<file path="config.mk">
export PLATFORM = sky130hd
export DESIGN_NAME = rx_iq_buffer_ctrl_flat
export DESIGN_NICKNAME = d
export VERILOG_FILES = /design/src/rtl/rx_iq_buffer_ctrl_if.sv /design/src/rtl/rx_iq_buffer_ctrl.sv /design/src/flat_wrapper.sv
export SDC_FILE = /design/constraint.sdc
export NUM_CORES = 1
export LEC_CHECK = 0
export ABC_AREA = 1
export ABC_CLOCK_PERIOD_IN_PS = 7100
export BUFFER_PORTS_ARGS = -buffer_cell sky130_fd_sc_hd__buf_2
export CELL_PAD_IN_SITES_DETAIL_PLACEMENT = 2
export CELL_PAD_IN_SITES_GLOBAL_PLACEMENT = 2
export CORE_MARGIN = 2
export CORE_UTILIZATION = 35
export CTS_BUF_LIST = sky130_fd_sc_hd__clkbuf_8
export DETAILED_ROUTE_END_ITERATION = 10
export GPL_TIMING_DRIVEN = 0
export PLACE_DENSITY = 0.79
export REMOVE_ABC_BUFFERS = 1
export SYNTH_ARGS = -nofsm -noshare
export SYNTH_HDL_FRONTEND = slang
export SYNTH_SLANG_ARGS = --single-unit
export TNS_END_PERCENT = 100
</file>
<file path="constraint.sdc">
create_clock -name clk_in -period 7.1 [get_ports clk_in]
set_input_delay 1.065 -clock clk_in [delete_from_list [all_inputs] [get_ports clk_in]]
set_output_delay 1.065 -clock clk_in [all_outputs]
set_load 0.01 [all_outputs]
</file>
<file path="src/rtl/rx_iq_buffer_ctrl_if.sv">
// Sample, read-handshake and status bundle between the DDC/bus side and rx_iq_buffer_ctrl.
// slave is the buffer controller's view; master is the driver (DDC plus bus interface) view.
interface rx_iq_buffer_ctrl_if #(
  parameter int DEPTH_LOG2 = 4
);
  logic                  enable;
  logic signed [15:0]    I;
  logic signed [15:0]    Q;
  logic                  iq_valid;
  logic                  rd_req;
  logic                  clr_flags;
  logic signed [15:0]    I_out;
  logic signed [15:0]    Q_out;
  logic                  rd_ack;
  logic [DEPTH_LOG2:0]   level;
  logic                  streaming;
  logic                  overrun;
  logic                  underrun;
  logic [15:0]           ovr_count;
  logic [15:0]           udr_count;

  modport slave (
    input  enable, I, Q, iq_valid, rd_req, clr_flags,
    output I_out, Q_out, rd_ack, level, streaming, overrun, underrun,
           ovr_count, udr_count
  );

  modport master (
    output enable, I, Q, iq_valid, rd_req, clr_flags,
    input  I_out, Q_out, rd_ack, level, streaming, overrun, underrun,
           ovr_count, udr_count
  );
endinterface

</file>
<file path="src/rtl/rx_iq_buffer_ctrl.sv">
// RX I/Q sample FIFO between the DDC and the nibble-bus interface, with prime threshold and
// sticky overrun/underrun flags. Define RX_IQ_BUF_STATS_EN to build the 16-bit event counters.
//
// state  | meaning
// FLUSH  | FIFO held empty, writes ignored, reads return 0
// PRIME  | writes accepted, reads return the held sample without popping
// STREAM | writes accepted, each read pops the FIFO head
module rx_iq_buffer_ctrl #(
  parameter int DEPTH_LOG2  = 4,
  parameter int PRIME_LEVEL = 8
) (
  input  logic                 clk_in,
  input  logic                 reset,
  rx_iq_buffer_ctrl_if.slave   bus
);

  localparam int                  DEPTH     = 1 << DEPTH_LOG2;
  localparam int                  LW        = DEPTH_LOG2 + 1;
  localparam logic [DEPTH_LOG2:0] FULL_LVL  = LW'(DEPTH);
  localparam logic [DEPTH_LOG2:0] PRIME_LVL = LW'(PRIME_LEVEL);

  typedef enum logic [1:0] {
    FLUSH  = 2'd0,
    PRIME  = 2'd1,
    STREAM = 2'd2
  } state_e;

  state_e                  state_q, state_d;
  logic [DEPTH_LOG2-1:0]   wr_ptr_q, wr_ptr_d;
  logic [DEPTH_LOG2-1:0]   rd_ptr_q, rd_ptr_d;
  logic [DEPTH_LOG2:0]     level_q, level_d;
  logic signed [15:0]      i_out_q, i_out_d;
  logic signed [15:0]      q_out_q, q_out_d;
  logic                    rd_ack_q, rd_ack_d;
  logic                    overrun_q, overrun_d;
  logic                    underrun_q, underrun_d;
  logic [31:0]             mem_q [DEPTH];

  logic push, pop, drop, udr_ev;

  always_comb begin
    state_d    = state_q;
    wr_ptr_d   = wr_ptr_q;
    rd_ptr_d   = rd_ptr_q;
    level_d    = level_q;
    i_out_d    = i_out_q;
    q_out_d    = q_out_q;
    rd_ack_d   = bus.rd_req;
    overrun_d  = overrun_q & ~bus.clr_flags;
    underrun_d = underrun_q & ~bus.clr_flags;
    push       = 1'b0;
    pop        = 1'b0;
    drop       = 1'b0;
    udr_ev     = 1'b0;

    // Dropping enable flushes in the same cycle, whatever state we were in.
    if (!bus.enable || state_q == FLUSH) begin
      wr_ptr_d = '0;
      rd_ptr_d = '0;
      level_d  = '0;
      if (bus.rd_req) begin
        i_out_d = '0;
        q_out_d = '0;
      end
      state_d = bus.enable ? PRIME : FLUSH;
    end else begin
      pop    = bus.rd_req && (state_q == STREAM) && (level_q != '0);
      udr_ev = bus.rd_req && (state_q == STREAM) && (level_q == '0);
      // A pop in the same cycle frees the slot, so a full FIFO still accepts the write.
      push   = bus.iq_valid && ((level_q != FULL_LVL) || pop);
      drop   = bus.iq_valid && !push;

      if (pop) begin
        i_out_d  = mem_q[rd_ptr_q][31:16];
        q_out_d  = mem_q[rd_ptr_q][15:0];
        rd_ptr_d = rd_ptr_q + 1'b1;
      end
      if (push) wr_ptr_d = wr_ptr_q + 1'b1;
      level_d = level_q + LW'(push) - LW'(pop);

      if (drop)   overrun_d  = 1'b1;
      if (udr_ev) underrun_d = 1'b1;

      unique case (state_q)
        PRIME:   if (level_d >= PRIME_LVL) state_d = STREAM;
        STREAM:  if (udr_ev) state_d = PRIME;
        default: state_d = FLUSH;
      endcase
    end
  end

  always_ff @(posedge clk_in) begin
    if (reset) begin
      state_q    <= FLUSH;
      wr_ptr_q   <= '0;
      rd_ptr_q   <= '0;
      level_q    <= '0;
      i_out_q    <= '0;
      q_out_q    <= '0;
      rd_ack_q   <= 1'b0;
      overrun_q  <= 1'b0;
      underrun_q <= 1'b0;
    end else begin
      state_q    <= state_d;
      wr_ptr_q   <= wr_ptr_d;
      rd_ptr_q   <= rd_ptr_d;
      level_q    <= level_d;
      i_out_q    <= i_out_d;
      q_out_q    <= q_out_d;
      rd_ack_q   <= rd_ack_d;
      overrun_q  <= overrun_d;
      underrun_q <= underrun_d;
    end
  end

  // Storage needs no reset; the pointers define what is valid.
  always_ff @(posedge clk_in) begin
    if (push) mem_q[wr_ptr_q] <= {bus.I, bus.Q};
  end

`ifdef RX_IQ_BUF_STATS_EN
  logic [15:0] ovr_cnt_q, ovr_cnt_d;
  logic [15:0] udr_cnt_q, udr_cnt_d;

  always_comb begin
    ovr_cnt_d = ovr_cnt_q;
    udr_cnt_d = udr_cnt_q;
    if (bus.clr_flags) begin
      ovr_cnt_d = {15'd0, drop};
      udr_cnt_d = {15'd0, udr_ev};
    end else begin
      if (drop && ovr_cnt_q != 16'hFFFF)   ovr_cnt_d = ovr_cnt_q + 16'd1;
      if (udr_ev && udr_cnt_q != 16'hFFFF) udr_cnt_d = udr_cnt_q + 16'd1;
    end
  end

  always_ff @(posedge clk_in) begin
    if (reset) begin
      ovr_cnt_q <= '0;
      udr_cnt_q <= '0;
    end else begin
      ovr_cnt_q <= ovr_cnt_d;
      udr_cnt_q <= udr_cnt_d;
    end
  end

  assign bus.ovr_count = ovr_cnt_q;
  assign bus.udr_count = udr_cnt_q;
`else
  assign bus.ovr_count = '0;
  assign bus.udr_count = '0;
`endif

  assign bus.I_out     = i_out_q;
  assign bus.Q_out     = q_out_q;
  assign bus.rd_ack    = rd_ack_q;
  assign bus.level     = level_q;
  assign bus.streaming = (state_q == STREAM);
  assign bus.overrun   = overrun_q;
  assign bus.underrun  = underrun_q;

endmodule

</file>
<file path="src/flat_wrapper.sv">
// flat-port wrapper written by rule: the top's interface ports become plain ports
module rx_iq_buffer_ctrl_flat 
#(
  parameter int DEPTH_LOG2  = 4,
  parameter int PRIME_LEVEL = 8
)
  (clk_in, reset, bus_enable, bus_I, bus_Q, bus_iq_valid, bus_rd_req, bus_clr_flags, bus_I_out, bus_Q_out, bus_rd_ack, bus_level, bus_streaming, bus_overrun, bus_underrun, bus_ovr_count, bus_udr_count);
  rx_iq_buffer_ctrl_if #(.DEPTH_LOG2(DEPTH_LOG2)) bus_i ();
  input  logic clk_in;
  input  logic reset;
  input wire logic [$bits(bus_i.enable)-1:0] bus_enable;
  input wire logic [$bits(bus_i.I)-1:0] bus_I;
  input wire logic [$bits(bus_i.Q)-1:0] bus_Q;
  input wire logic [$bits(bus_i.iq_valid)-1:0] bus_iq_valid;
  input wire logic [$bits(bus_i.rd_req)-1:0] bus_rd_req;
  input wire logic [$bits(bus_i.clr_flags)-1:0] bus_clr_flags;
  output wire logic [$bits(bus_i.I_out)-1:0] bus_I_out;
  output wire logic [$bits(bus_i.Q_out)-1:0] bus_Q_out;
  output wire logic [$bits(bus_i.rd_ack)-1:0] bus_rd_ack;
  output wire logic [$bits(bus_i.level)-1:0] bus_level;
  output wire logic [$bits(bus_i.streaming)-1:0] bus_streaming;
  output wire logic [$bits(bus_i.overrun)-1:0] bus_overrun;
  output wire logic [$bits(bus_i.underrun)-1:0] bus_underrun;
  output wire logic [$bits(bus_i.ovr_count)-1:0] bus_ovr_count;
  output wire logic [$bits(bus_i.udr_count)-1:0] bus_udr_count;
  assign bus_i.enable = bus_enable;
  assign bus_i.I = bus_I;
  assign bus_i.Q = bus_Q;
  assign bus_i.iq_valid = bus_iq_valid;
  assign bus_i.rd_req = bus_rd_req;
  assign bus_i.clr_flags = bus_clr_flags;
  assign bus_I_out = bus_i.I_out;
  assign bus_Q_out = bus_i.Q_out;
  assign bus_rd_ack = bus_i.rd_ack;
  assign bus_level = bus_i.level;
  assign bus_streaming = bus_i.streaming;
  assign bus_overrun = bus_i.overrun;
  assign bus_underrun = bus_i.underrun;
  assign bus_ovr_count = bus_i.ovr_count;
  assign bus_udr_count = bus_i.udr_count;
  rx_iq_buffer_ctrl #(.DEPTH_LOG2(DEPTH_LOG2), .PRIME_LEVEL(PRIME_LEVEL)) u_core (.clk_in(clk_in), .reset(reset), .bus(bus_i));
endmodule
</file>
Word level (Yosys, flattened, before mapping)
Memories as Yosys holds them, arrays and structs flattened. A register that Yosys moved wholly into a read port is not among the register bits.
Index checks and enable logic that the tools add are counted.
{"block": "word_totals", "input_bits": 38, "reg_bits": 50, "out_inout_bits": 73, "ramBits": 512, "memories": 1, "elab_cells": 59}
{"block": "classes", "reduce_logical": 16, "bitwise_logic": 3, "n_addsub": 4, "magnitude_cmp": 1, "n_eq_ne": 6, "mux": 19}
{"memory": "u_core.mem_q", "words": 16, "width": 32, "read_ports": 1, "rd_ports_with_merged_regs": 1, "write_ports": 1, "line": "rx_iq_buffer_ctrl.sv:37", "source": "logic [31:0] mem_q [DEPTH];"}
{"op": "two-way mux 16 bit", "n": 5}
{"op": "adder 4 x 1 -> 4 bit (second input constant)", "n": 2}
{"op": "two-way mux 1 bit", "n": 8}
{"op": "two-way mux 4 bit", "n": 2}
{"op": "two-way mux 2 bit", "n": 3}
{"op": "!= test 3 x 1 -> 1 bit (second input constant)", "n": 2}
{"op": "adder 5 x 1 -> 5 bit", "n": 1}
{"op": "greater-or-equal comparator 5 x 4 -> 1 bit (second input constant)", "n": 1}
{"op": "logical AND 1 bit", "n": 5}
{"op": "zero test 5 bit", "n": 1}
{"op": "!= test 5 bit (second input constant)", "n": 1}
{"op": "nonzero test 5 bit", "n": 1}
{"op": "subtractor 5 x 1 -> 5 bit", "n": 1}
{"op": "case mux 2 bit (2 select lines)", "n": 1}
{"op": "AND reduction 2 bit", "n": 2}
{"op": "bitwise AND 1 bit", "n": 2}
{"op": "== test 2 x 1 -> 1 bit (second input constant)", "n": 1}
{"op": "== test 2 bit (second input constant)", "n": 1}
{"op": "zero test 1 bit", "n": 2}
{"op": "zero test 2 bit", "n": 1}
{"op": "logical OR 1 bit", "n": 2}
{"op": "!= test 2 bit (second input constant)", "n": 1}
{"op": "nonzero test 2 bit", "n": 1}
{"op": "OR reduction 2 bit", "n": 1}
{"op": "NOT 1 bit", "n": 1}

Depth between registers and ports, before layout
Gate-level depths: netlist of run 1.
{"block": "depth", "ltp_word": 11, "mapped_depth": 19, "depth_no_buf": 18}

Worst setup path before layout of run 1
OpenSTA, ideal clock, no wires.
{"block": "synth_timing", "kind": "in2reg", "start": "input bus_rd_req", "end": "memory u_core.mem_q[0][0], enable pin", "arrival_ns": 3.080, "setup_ns": 0.421, "t_required_ns": 6.679, "stages": 6, "setup_slack_ns": 3.599, "path_buffers": 0, "cell_sequence": "inv_1 > o211ai_1 > nand2_1 > nor2_2 > nand2_1 > nor2_1"}
{"block": "synth_via", "elab_chain_len": 7}
{"element": "start, declared", "line": "flat_wrapper.sv:15", "source": "input wire logic [$bits(bus_i.rd_req)-1:0] bus_rd_req;"}
{"element": "logical AND 1 bit (2 in a row)", "line": "rx_iq_buffer_ctrl.sv:67", "source": "pop = bus.rd_req && (state_q == STREAM) && (level_q != '0);"}
{"element": "logical OR 1 bit", "line": "rx_iq_buffer_ctrl.sv:70", "source": "push = bus.iq_valid && ((level_q != FULL_LVL) || pop);"}
{"element": "logical AND 1 bit", "line": "rx_iq_buffer_ctrl.sv:70"}
{"element": "two-way mux 1 bit", "line": "rx_iq_buffer_ctrl.sv:57", "source": "if (!bus.enable || state_q == FLUSH) begin"}
{"element": "two-way mux 1 bit", "line": "rx_iq_buffer_ctrl.sv:118", "source": "if (push) mem_q[wr_ptr_q] <= {bus.I, bus.Q};"}
{"element": "two-way mux 1 bit (implied by the code)", "line": "rx_iq_buffer_ctrl.sv:118"}
{"element": "end, declared", "line": "rx_iq_buffer_ctrl.sv:37"}
Every way passes these cells.

Worst setup path in the final report of run 1
{"block": "layout_timing", "start": "register u_core.level_q[2], in the netlist u_core.bus.level[2]", "end": "register u_core.state_q[1]"}
{"block": "layout_via", "elab_chain_len": 9, "word_cells_on_any_way": 13, "cone_classes": "add/sub (2); order compare (1); eq/ne (3); reduce/logical (7)"}
{"element": "start, declared", "line": "rx_iq_buffer_ctrl.sv:31", "source": "logic [DEPTH_LOG2:0] level_q, level_d;"}
{"element": "start signal, assigned", "line": "rx_iq_buffer_ctrl.sv:107", "source": "level_q <= level_d;"}
{"element": "nonzero test 5 bit", "line": "rx_iq_buffer_ctrl.sv:67"}
{"element": "logical AND 1 bit", "line": "rx_iq_buffer_ctrl.sv:67"}
{"element": "logical OR 1 bit", "line": "rx_iq_buffer_ctrl.sv:70"}
{"element": "logical AND 1 bit", "line": "rx_iq_buffer_ctrl.sv:70"}
{"element": "adder 5 x 1 -> 5 bit", "line": "rx_iq_buffer_ctrl.sv:79", "source": "level_d = level_q + LW'(push) - LW'(pop);"}
{"element": "subtractor 5 x 1 -> 5 bit", "line": "rx_iq_buffer_ctrl.sv:79"}
{"element": "greater-or-equal comparator 5 x 4 -> 1 bit", "line": "rx_iq_buffer_ctrl.sv:85", "source": "PRIME: if (level_d >= PRIME_LVL) state_d = STREAM;"}
{"element": "!= test 3 x 1 -> 1 bit (no source line)"}
{"element": "AND reduction 2 bit (no source line) (*)"}
{"element": "end signal, assigned", "line": "rx_iq_buffer_ctrl.sv:104", "source": "state_q <= state_d;"}
{"element": "end, declared", "line": "rx_iq_buffer_ctrl.sv:28", "source": "state_e state_q, state_d;"}
Mark *: on every way between the ends. The rest lies on a longest branch, timed or not.
A chain may end at the register's enable or synchronous reset.

==> reports/qor.txt, run 1 <==
status = complete, no violations
vias per cell = 5.00
CP most frequent cell = inv_1
Hold Path Sink = u_core.bus.Q_out[6]
post-route ant nets = 0
dpl ws = 2.49 ns
post-CTS setup buffer count = 0
slowest stage delay, CP = 0.66 ns
RSZ-0062 raised after global routing = false
initial antenna violation count = 6
routability cong. = 0.692
setup_tns = 0 ns
DRT Wirelength = 79.7 mm
share of cells above drive strength 1 = 10.0%
Crit path depth = 18
Site Rows = 97
hold path cells = 2
Clock Skew = 0.0269 ns
synth warn = 0
type of destination of the critical path = register
Reg clk slew, reported paths = 0.06 ns
layout net count = 2534
fmax = 248 MHz
DRC = 0
Num CTS Buffers = 94
post-synthesis register bit count = 566
Routed WL per cell = 22.8 um
Worst Path Arrival = 4.57 ns
Mapped Area = 0.0246 mm^2
clock sinks = 566
die area = 0.0724 mm^2
P_leak = 0.0116 uW
design area = 0.0279 mm^2
CP cell instances = inv_1 -> ha_1 -> nand2_1 -> nor2_1 -> nand2_1 -> nand2_2 -> nor2_1 -> inv_1 -> o21ai_0 -> ha_1 -> inv_1 -> fa_1 -> inv_1 -> nand3_1 -> nand2_1 -> xor2_1 -> nand3_1 -> nor3b_1
RR Startpoint = u_core.bus.level[2]
ranking of synthesized cells by area = edfxtp_1 63%, nand2_1 11%, nand3_1 8.7%
clock latency on the worst-skew pair = 0.71 ns
worst-path fanout max = 39
PwrDens = 230 mW/mm^2
Peak VDD IR = 0.111 mV
clock buffer depth = 3
CTS hold repair buffers = 0
cell family with most CP delay = simple AND/OR/NAND/NOR gates
critical path launch point type = register
Final Hold Viols = 0
I/O pin cnt = 111
R2R Setup Slk = 3.07 ns
core area = 0.0698 mm^2
Worst EP required = 7.64 ns
post-cts gate resize count = 0
number of global-route vias before repair = 19600
first-pass GRT wire length = 120 mm
sequential share of the synthesized area = 66.9%
MaxCap Viol Count = 0
share of the synthesized area in the top cell type = 62.5%
syn_area_per_cell = 10.3 um^2
Synth area leader = edfxtp_1
CTS root buf = clkbuf_8
vias = 17500
clock tree from TritonCTS = yes
Slew @ Worst Pin = 1.18 ns
critical path type = register to register
detailed placer's ending HPWL = 47.0 mm
worst reg2reg path depth = 18
final setup fails = 0
min Tclk post-route = 4.03 ns
most common cell after layout, fill and taps aside = nand2_1
most frequent cells in the layout = 727 x nand2_1, 512 x edfxtp_1, 452 x inv_1
initial DRC count = 1012
min-delay src = u_core.bus.Q_out[6]
Die W = 269 um
reg-to-reg endpoint = u_core.state_q[1]
GRT Total Usage = 22.3%
DR pass1 iterations = 6
period utilisation layout = 56.8%
area grow syn2layout = 13.3%
fin. max-slew vios = 0
synth unique cells = 30
CTS H-tree depth = 3
IO buf count = 78
Cells after Synth = 2398
setup ws final = 3.07 ns
total grt overflow = 0
Filler cells = 7369
Max-Slew Margin vs Limit = 21.0%
slowest CP cell = nand2_2
Buf/Inv on CP = 4
Post-DP Area = 0.0262 mm^2
Initial Util = 35.2%
die height = 269 um
worst hold path class = register to register
largest net degree at the start of global routing = 142
## layer usage
layer / track usage, % / share of wire (%)
met5: 0 / 0.035
met4: 8.66 / 3.0
met3: 3.30 / 4.4
met2: 40.7 / 53
met1: 26.3 / 40
## cells in the mapped netlist
library cell and n:
nand2_1 728, edfxtp_1 512, nand3_1 425, inv_1 411, buf_2 54, dfxtp_1 54
a21oi_1 43, buf_4 40, buf_6 33, nor2_1 31, clkbuf_1 17, ha_1 10
buf_1 7, o21ai_0 7, nor2_2 4, a21oi_2 3, inv_2 3, xor2_1 3
nand2_2 2, a31oi_1 1, buf_12 1, conb_1 1, fa_1 1, inv_6 1
nand3b_1 1, nor3_1 1, nor3b_1 1, o211ai_1 1, or2_1 1, xnor2_1 1
## through the flow
step	util [%]	std cells	power (uW)	hold slack, ns
finish	39.9	3504	6400	0.483
global route	39.9	3502	6610	0.511
CTS	39.9	3500	6460	0.487
detailed placement	37.5	3329	3820	0.475
global placement	36.1	3295	3800	0.459
floorplan	-	2277	3740	0.457
## final cells by class
type / instances / area, um^2 / share of cell area (%)
diodes: 4 / 10.0 / 0.0359
well taps: 940 / 1180 / 4.22
inverters: 415 / 1580 / 5.66
clock buffers: 98 / 1350 / 4.84
multi-input cells: 1296 / 5760 / 20.7
clock inverters: 73 / 317 / 1.14
repair buffers: 112 / 1210 / 4.33
flip-flops and latches: 566 / 16500 / 59.1
## kinds of logic after synthesis
| kind of cell | Yosys count | synth area share, % |
|---|---|---|
| AND/OR/NAND/NOR | 1194 | 20.5 |
| buffers and inverters | 567 | 10.6 |
| flip-flops | 566 | 66.9 |
| AO/OA/AOI/OAI | 55 | 1.18 |
| adder cells (fa/ha/maj) | 11 | 0.590 |
| XOR/XNOR | 4 | 0.143 |
| other | 1 | 0.0153 |
## how the worst max path moves through the flow
stage | endpoint | from
5_1_grt | u_core.state_q[1] | u_core.bus.level[2]
3_5_place_dp | u_core.state_q[1] | bus_rd_req
2_1_floorplan | u_core.bus.Q_out[14] | register
6_report | u_core.state_q[1] | u_core.bus.level[2]
3_3_place_gp | u_core.bus.I_out[10] | register
4_1_cts | u_core.state_q[1] | u_core.bus.level[2]
## worst min-delay path: stages (launching register included)
cell and delay [ns]:
dfxtp_1 0.30, nand3_1 0.07, a21oi_1 0.06
## power breakdown
group / internal (uW) / switching [uW] / total [uW]
clock: 1280 / 1370 / 2650
combinational: 21.2 / 91.4 / 113
sequential: 3630 / 3.01 / 3640
## state kept, by name (all words and copies together) (netlist names), named ones only
| register | cells |
|---|---|
| u_core.bus.I_out | 16 |
| u_core.bus.underrun | 1 |
| u_core.wr_ptr_q | 4 |
| u_core.bus.level | 5 |
| u_core.bus.Q_out | 16 |
| u_core.bus.overrun | 1 |
| u_core.state_q | 2 |
| u_core.bus.rd_ack | 1 |
| u_core.rd_ptr_q | 4 |
| u_core.mem_q | 512 |
Power figures use the tool's default switching activity.
==> inputs of run 2 (changes only) <==
--- a/config.mk
+++ b/config.mk
@@ -6,7 +6,7 @@
 export NUM_CORES = 1
 export LEC_CHECK = 0
 export ABC_AREA = 1
-export ABC_CLOCK_PERIOD_IN_PS = 7100
+export ABC_CLOCK_PERIOD_IN_PS = 4200
 export BUFFER_PORTS_ARGS = -buffer_cell sky130_fd_sc_hd__buf_2
 export CELL_PAD_IN_SITES_DETAIL_PLACEMENT = 2
 export CELL_PAD_IN_SITES_GLOBAL_PLACEMENT = 2
==> constraint.sdc (replaced) <==
create_clock -name clk_in -period 4.2 [get_ports clk_in]
set_input_delay 0.63 -clock clk_in [delete_from_list [all_inputs] [get_ports clk_in]]
set_output_delay 0.63 -clock clk_in [all_outputs]
set_load 0.01 [all_outputs]
==> reports/qor.txt, run 2 (synthesis results as in run 1) <==
initial DRC count = 1023 (was 1012)
Site Rows = 97 (unchanged)
DRT Wirelength = 79.7 mm (about the same)
P_leak = 0.0116 uW (about the same)
Final Hold Viols = 0 (unchanged)
Routed WL per cell = 22.7 um (was 22.8 um)
first-pass GRT wire length = 120 mm (unchanged)
IO buf count = 78 (unchanged)
CP most frequent cell = inv_1 (unchanged)
die height = 269 um (unchanged)
die area = 0.0724 mm^2 (unchanged)
GRT Total Usage = 22.3% (unchanged)
setup ws final = 0.527 ns (was 3.07 ns)
Reg with most FFs = u_core.mem_q (unchanged)
Buf/Inv on CP = 4 (unchanged)
Initial Util = 35.2% (unchanged)
CTS root buf = clkbuf_8 (unchanged)
dpl ws = 0.0229 ns (was 2.49 ns)
period utilisation layout = 87.5% (was 56.8%)
clock sinks = 566 (unchanged)
post-route ant nets = 0 (unchanged)
clock buffer depth = 3 (unchanged)
number of global-route vias before repair = 19600 (unchanged)
vias = 17500 (about the same)
type of destination of the critical path = register (unchanged)
MaxCap Viol Count = 0 (unchanged)
R2R Setup Slk = 0.53 ns (was 3.07 ns)
layout net count = 2534 (unchanged)
Peak VDD IR = 0.186 mV (was 0.111 mV)
status = complete, no violations (unchanged)
slowest CP cell = fa_1 (was nand2_2)
final setup fails = 0 (unchanged)
CTS hold repair buffers = 0 (unchanged)
Slew @ Worst Pin = 1.14 ns (was 1.18 ns)
detailed placer's ending HPWL = 47.0 mm (unchanged)
worst-path fanout max = 39 (unchanged)
area grow syn2layout = 13.3% (about the same)
most common cell after layout, fill and taps aside = nand2_1 (unchanged)
initial antenna violation count = 6 (unchanged)
Worst Path Arrival = 4.21 ns (was 4.57 ns)
worst hold path class = input port to register (was register to register)
clock latency on the worst-skew pair = 0.71 ns (about the same)
Reg clk slew, reported paths = 0.06 ns (about the same)
core area = 0.0698 mm^2 (unchanged)
RSZ-0062 raised after global routing = false (unchanged)
post-CTS setup buffer count = 0 (unchanged)
DRC = 0 (unchanged)
PwrDens = 388 mW/mm^2 (was 230 mW/mm^2)
clock tree from TritonCTS = yes (unchanged)
Max-Slew Margin vs Limit = 23.7% (was 21.0%)
DR pass1 iterations = 6 (unchanged)
share of cells above drive strength 1 = 10.0% (unchanged)
critical path type = register to register (unchanged)
setup_tns = 0 ns (unchanged)
Filler cells = 7372 (was 7369)
CTS H-tree depth = 3 (unchanged)
routability cong. = 0.692 (unchanged)
vias per cell = 4.99 (was 5.00)
Num CTS Buffers = 94 (unchanged)
slowest stage delay, CP = 0.39 ns (was 0.66 ns)
Clock Skew = 0.0245 ns (was 0.0269 ns)
cell family with most CP delay = simple AND/OR/NAND/NOR gates (unchanged)
fin. max-slew vios = 0 (unchanged)
total grt overflow = 0 (unchanged)
Die W = 269 um (unchanged)
most frequent cells in the layout = 727 x nand2_1, 512 x edfxtp_1, 452 x inv_1 (unchanged)
I/O pin cnt = 111 (unchanged)
Worst EP required = 4.74 ns (was 7.64 ns)
critical path launch point type = register (unchanged)
largest net degree at the start of global routing = 142 (unchanged)
min Tclk post-route = 3.67 ns (was 4.03 ns)
post-cts gate resize count = 0 (unchanged)
fmax = 272 MHz (was 248 MHz)
CP cell instances = inv_1 -> ha_1 -> nand2_1 -> nor2_1 -> nand2_1 -> nand2_4 -> nor2_1 -> inv_1 -> o21ai_0 -> ha_1 -> inv_1 -> fa_1 -> inv_1 -> nand3_1 -> nand2_1 -> xor2_1 -> nand3_1 -> nor3b_1 (was inv_1 -> ha_1 -> nand2_1 -> nor2_1 -> nand2_1 -> nand2_2 -> nor2_1 -> inv_1 -> o21ai_0 -> ha_1 -> inv_1 -> fa_1 -> inv_1 -> nand3_1 -> nand2_1 -> xor2_1 -> nand3_1 -> nor3b_1)
max reg flops = 512 (unchanged)
## run 2: cell counts in the layout (fill, tap and decap cells not counted)
Identical to the previous run, type by type.
## run 2: final timing paths
check / start / endpoint / depth (start not counted)
worst min register to register: u_core.bus.Q_out[6] / u_core.bus.Q_out[6] / 2
worst max register to register: u_core.bus.level[2] / u_core.state_q[1] / 18
worst min-delay path: bus_clr_flags / u_core.bus.overrun / 4
worst max-delay path: u_core.bus.level[2] / u_core.state_q[1] / 18
## run 2: area by class of cell
class / instances / area, um^2 / share of cell area (%)
Sequential cell: 566 / 16500 / 59.1
Multi-Input combinational cell: 1296 / 5760 / 20.7
Inverter: 415 / 1580 / 5.66
Clock buffer: 98 / 1350 / 4.84
Timing Repair Buffer: 112 / 1210 / 4.33
Tap cell: 940 / 1180 / 4.22
Clock inverter: 73 / 317 / 1.14
Antenna cell: 4 / 10.0 / 0.0359
## run 2: worst reg2reg max path, stage by stage (launching register included)
cell and delay, ns:
dfxtp_1 0.37, inv_1 0.07, ha_1 0.21, nand2_1 0.08
nor2_1 0.07, nand2_1 0.14, nand2_4 0.38, nor2_1 0.36
inv_1 0.13, o21ai_0 0.13, ha_1 0.24, inv_1 0.07
fa_1 0.39, inv_1 0.11, nand3_1 0.08, nand2_1 0.09
xor2_1 0.26, nand3_1 0.15, nor3b_1 0.17
## run 2: metrics by stage
| step | instances | instance area [um^2] | hold WS, ns | total power [uW] | util (%) |
|---|---|---|---|---|---|
| after global routing | 3502 | 27900 | 0.207 | 11200 | 39.9 |
| after detailed placement | 3329 | 26200 | 0.475 | 6450 | 37.5 |
| after CTS | 3500 | 27900 | 0.158 | 10900 | 39.9 |
| final | 3504 | 27900 | 0.210 | 10800 | 39.9 |
| after floorplan | 2277 | 23600 | 0.457 | 6330 | - |
| after global placement | 3295 | 25200 | 0.459 | 6430 | 36.1 |
## run 2: power breakdown
group	total (uW)	internal, uW	switching, uW
Clock	4480	2160	2320
Sequential	6150	6140	5.05
Combinational	190	35.8	154
## run 2: routing by layer
layer / up-vias / wire [um] / global-route usage [%]
li1: 7884 / - / -
met1: 9018 / 32000 / 26.3
met2: 433 / 41800 / 40.7
met3: 143 / 3450 / 3.30
met4: 4 / 2400 / 8.66
met5: - / 28 / 0
==> inputs of run 3 (changes only) <==
--- a/config.mk
+++ b/config.mk
@@ -11,12 +11,13 @@
 export CELL_PAD_IN_SITES_DETAIL_PLACEMENT = 2
 export CELL_PAD_IN_SITES_GLOBAL_PLACEMENT = 2
 export CORE_MARGIN = 2
-export CORE_UTILIZATION = 35
+export CORE_UTILIZATION = 40
 export CTS_BUF_LIST = sky130_fd_sc_hd__clkbuf_8
 export DETAILED_ROUTE_END_ITERATION = 10
 export GPL_TIMING_DRIVEN = 0
-export PLACE_DENSITY = 0.79
+export PLACE_DENSITY = 0.87
 export REMOVE_ABC_BUFFERS = 1
+export SLEW_MARGIN = 20
 export SYNTH_ARGS = -nofsm -noshare
 export SYNTH_HDL_FRONTEND = slang
 export SYNTH_SLANG_ARGS = --single-unit
==> constraint.sdc (replaced) <==
create_clock -name clk_in -period 4.2 [get_ports clk_in]
set_input_delay 0.21 -clock clk_in [delete_from_list [all_inputs] [get_ports clk_in]]
set_output_delay 0.21 -clock clk_in [all_outputs]
set_load 0.01 [all_outputs]
==> reports/qor.txt, run 3 (synthesis results as in run 1) <==
dpl ws = 0.428 ns (was 0.0229 ns)
initial antenna violation count = 1 (was 6)
type of destination of the critical path = register (unchanged)
Site Rows = 90 (was 97)
die height = 252 um (was 269 um)
clock tree from TritonCTS = yes (unchanged)
routability cong. = 0.708 (was 0.692)
PwrDens = 405 mW/mm^2 (was 388 mW/mm^2)
status = complete, no violations (unchanged)
placed cells = 3180 (was 3329)
vias = 19500 (was 17500)
critical path launch point type = register (unchanged)
setup_tns = 0 ns (unchanged)
worst hold path class = input port to register (unchanged)
Worst Path Arrival = 4.53 ns (was 4.21 ns)
critical path type = register to register (unchanged)
post-route ant nets = 0 (unchanged)
setup ws final = 0.249 ns (was 0.527 ns)
period utilisation layout = 94.1% (was 87.5%)
CTS root buf = clkbuf_8 (unchanged)
worst-path fanout max = 39 (unchanged)
Slew @ Worst Pin = 1.00 ns (was 1.14 ns)
DRT Wirelength = 106 mm (was 79.7 mm)
RSZ-0062 raised after global routing = false (unchanged)
IO buf count = 78 (unchanged)
MaxCap Viol Count = 0 (unchanged)
die area = 0.0635 mm^2 (was 0.0724 mm^2)
clock buffer depth = 3 (unchanged)
Max-Slew Margin vs Limit = 33.1% (was 23.7%)
CTS hold repair buffers = 35 (was 0)
most frequent cells in the layout = 727 x nand2_1, 512 x edfxtp_1, 460 x inv_1 (was 727 x nand2_1, 512 x edfxtp_1, 452 x inv_1)
clock latency on the worst-skew pair = 0.73 ns (was 0.71 ns)
Final Hold Viols = 0 (unchanged)
Routed WL per cell = 31.3 um (was 22.7 um)
Peak VDD IR = 0.183 mV (was 0.186 mV)
final hold slack = 0.0644 ns (was 0.210 ns)
fin. max-slew vios = 0 (unchanged)
GRT Total Usage = 31.9% (was 22.3%)
post-cts gate resize count = 0 (unchanged)
DRC = 0 (unchanged)
total grt overflow = 0 (unchanged)
most common cell after layout, fill and taps aside = nand2_1 (unchanged)
Die W = 252 um (was 269 um)
Initial Util = 40.6% (was 35.2%)
first-pass GRT wire length = 148 mm (was 120 mm)
min Tclk post-route = 3.95 ns (was 3.67 ns)
share of cells above drive strength 1 = 10.6% (was 10.0%)
Clock Skew = 0.0510 ns (was 0.0245 ns)
Reg with most FFs = u_core.mem_q (unchanged)
Reg clk slew, reported paths = 0.08 ns (was 0.06 ns)
detailed placer's ending HPWL = 53.8 mm (was 47.0 mm)
layout net count = 2578 (was 2534)
Worst EP required = 4.78 ns (was 4.74 ns)
fmax = 253 MHz (was 272 MHz)
max reg flops = 512 (unchanged)
clock sinks = 566 (unchanged)
core area = 0.0606 mm^2 (was 0.0698 mm^2)
P_leak = 0.0120 uW (was 0.0116 uW)
Post-Layout Cell Count = 3394 (was 3504)
CTS H-tree depth = 3 (unchanged)
post-CTS setup buffer count = 0 (unchanged)
Num CTS Buffers = 94 (unchanged)
vias per cell = 5.73 (was 4.99)
DR pass1 iterations = 5 (was 6)
initial DRC count = 2040 (was 1023)
final setup fails = 0 (unchanged)
number of global-route vias before repair = 21800 (was 19600)
largest net degree at the start of global routing = 138 (was 142)
I/O pin cnt = 111 (unchanged)
area grow syn2layout = 15.7% (was 13.3%)
[run 3: changes by cell type in the layout (fill, tap and decap cells not counted), sizes merged, moves of 2 or more]
cell,previous run,this run
inv,460,467
buf,112,121
clkinv,25,17
diode,4,1
dlygate4sd3,0,35
bufinv,0,2
clkbuf,98,105
[run 3: worst max-delay path, stage by stage, from the launching register on]
cell     delay [ns]
dfxtp_1        0.43
inv_1          0.10
ha_1           0.19
nand2_1        0.08
nor2_1         0.09
nand2_1        0.14
nand2_4        0.40
nor2_1         0.38
inv_1          0.13
o21ai_0        0.16
ha_1           0.25
inv_1          0.07
fa_1           0.38
inv_1          0.11
nand3_1        0.11
nand2_1        0.13
xor2_1         0.30
nand3_1        0.19
nor3b_1        0.18
[run 3: path summary, 6_finish.rpt]
kind | from | to | slack, ns | cells past startpoint
setup / recovery | u_core.bus.level[3] | u_core.state_q[1] | 0.25 | 18
hold / removal | reset | u_core.bus.I_out[6] | 0.06 | 2
setup reg to reg | u_core.bus.level[3] | u_core.state_q[1] | 0.25 | 18
hold reg to reg | u_core.bus.I_out[0] | u_core.bus.I_out[0] | 0.49 | 2
[run 3: layer usage]
metal / track usage (%) / routed length (um)
met5: 0 / 0
met4: 18.2 / 6040
met3: 5.01 / 6940
met2: 56.3 / 54100
met1: 37.0 / 39200
[run 3: power by group]
| part | switching (uW) | internal (uW) | total [uW] |
|---|---|---|---|
| Clock | 2710 | 2420 | 5130 |
| Combinational | 184 | 59.9 | 244 |
| Sequential | 7.13 | 6140 | 6140 |
| Total | 2900 | 8620 | 11500 |
[run 3: per-stage QoR]
step	util, %	area (um^2)	total power (uW)
after CTS	46.9	28400	11400
after floorplan	-	23600	6330
final	47.0	28400	11500
after global placement	41.3	25000	6420
after detailed placement	43.4	26300	6460
after global routing	47.0	28400	11700
[run 3: final cells by class]
class / instances / area (um^2)
antenna: 1 / 2.50
fill: 6163 / 32100
timing repair buffer: 156 / 1850
inverter: 415 / 1580
tap: 782 / 978
sequential: 566 / 16500
multi-input combinational: 1296 / 5760
clock buffer: 105 / 1450
clock inverter: 73 / 353
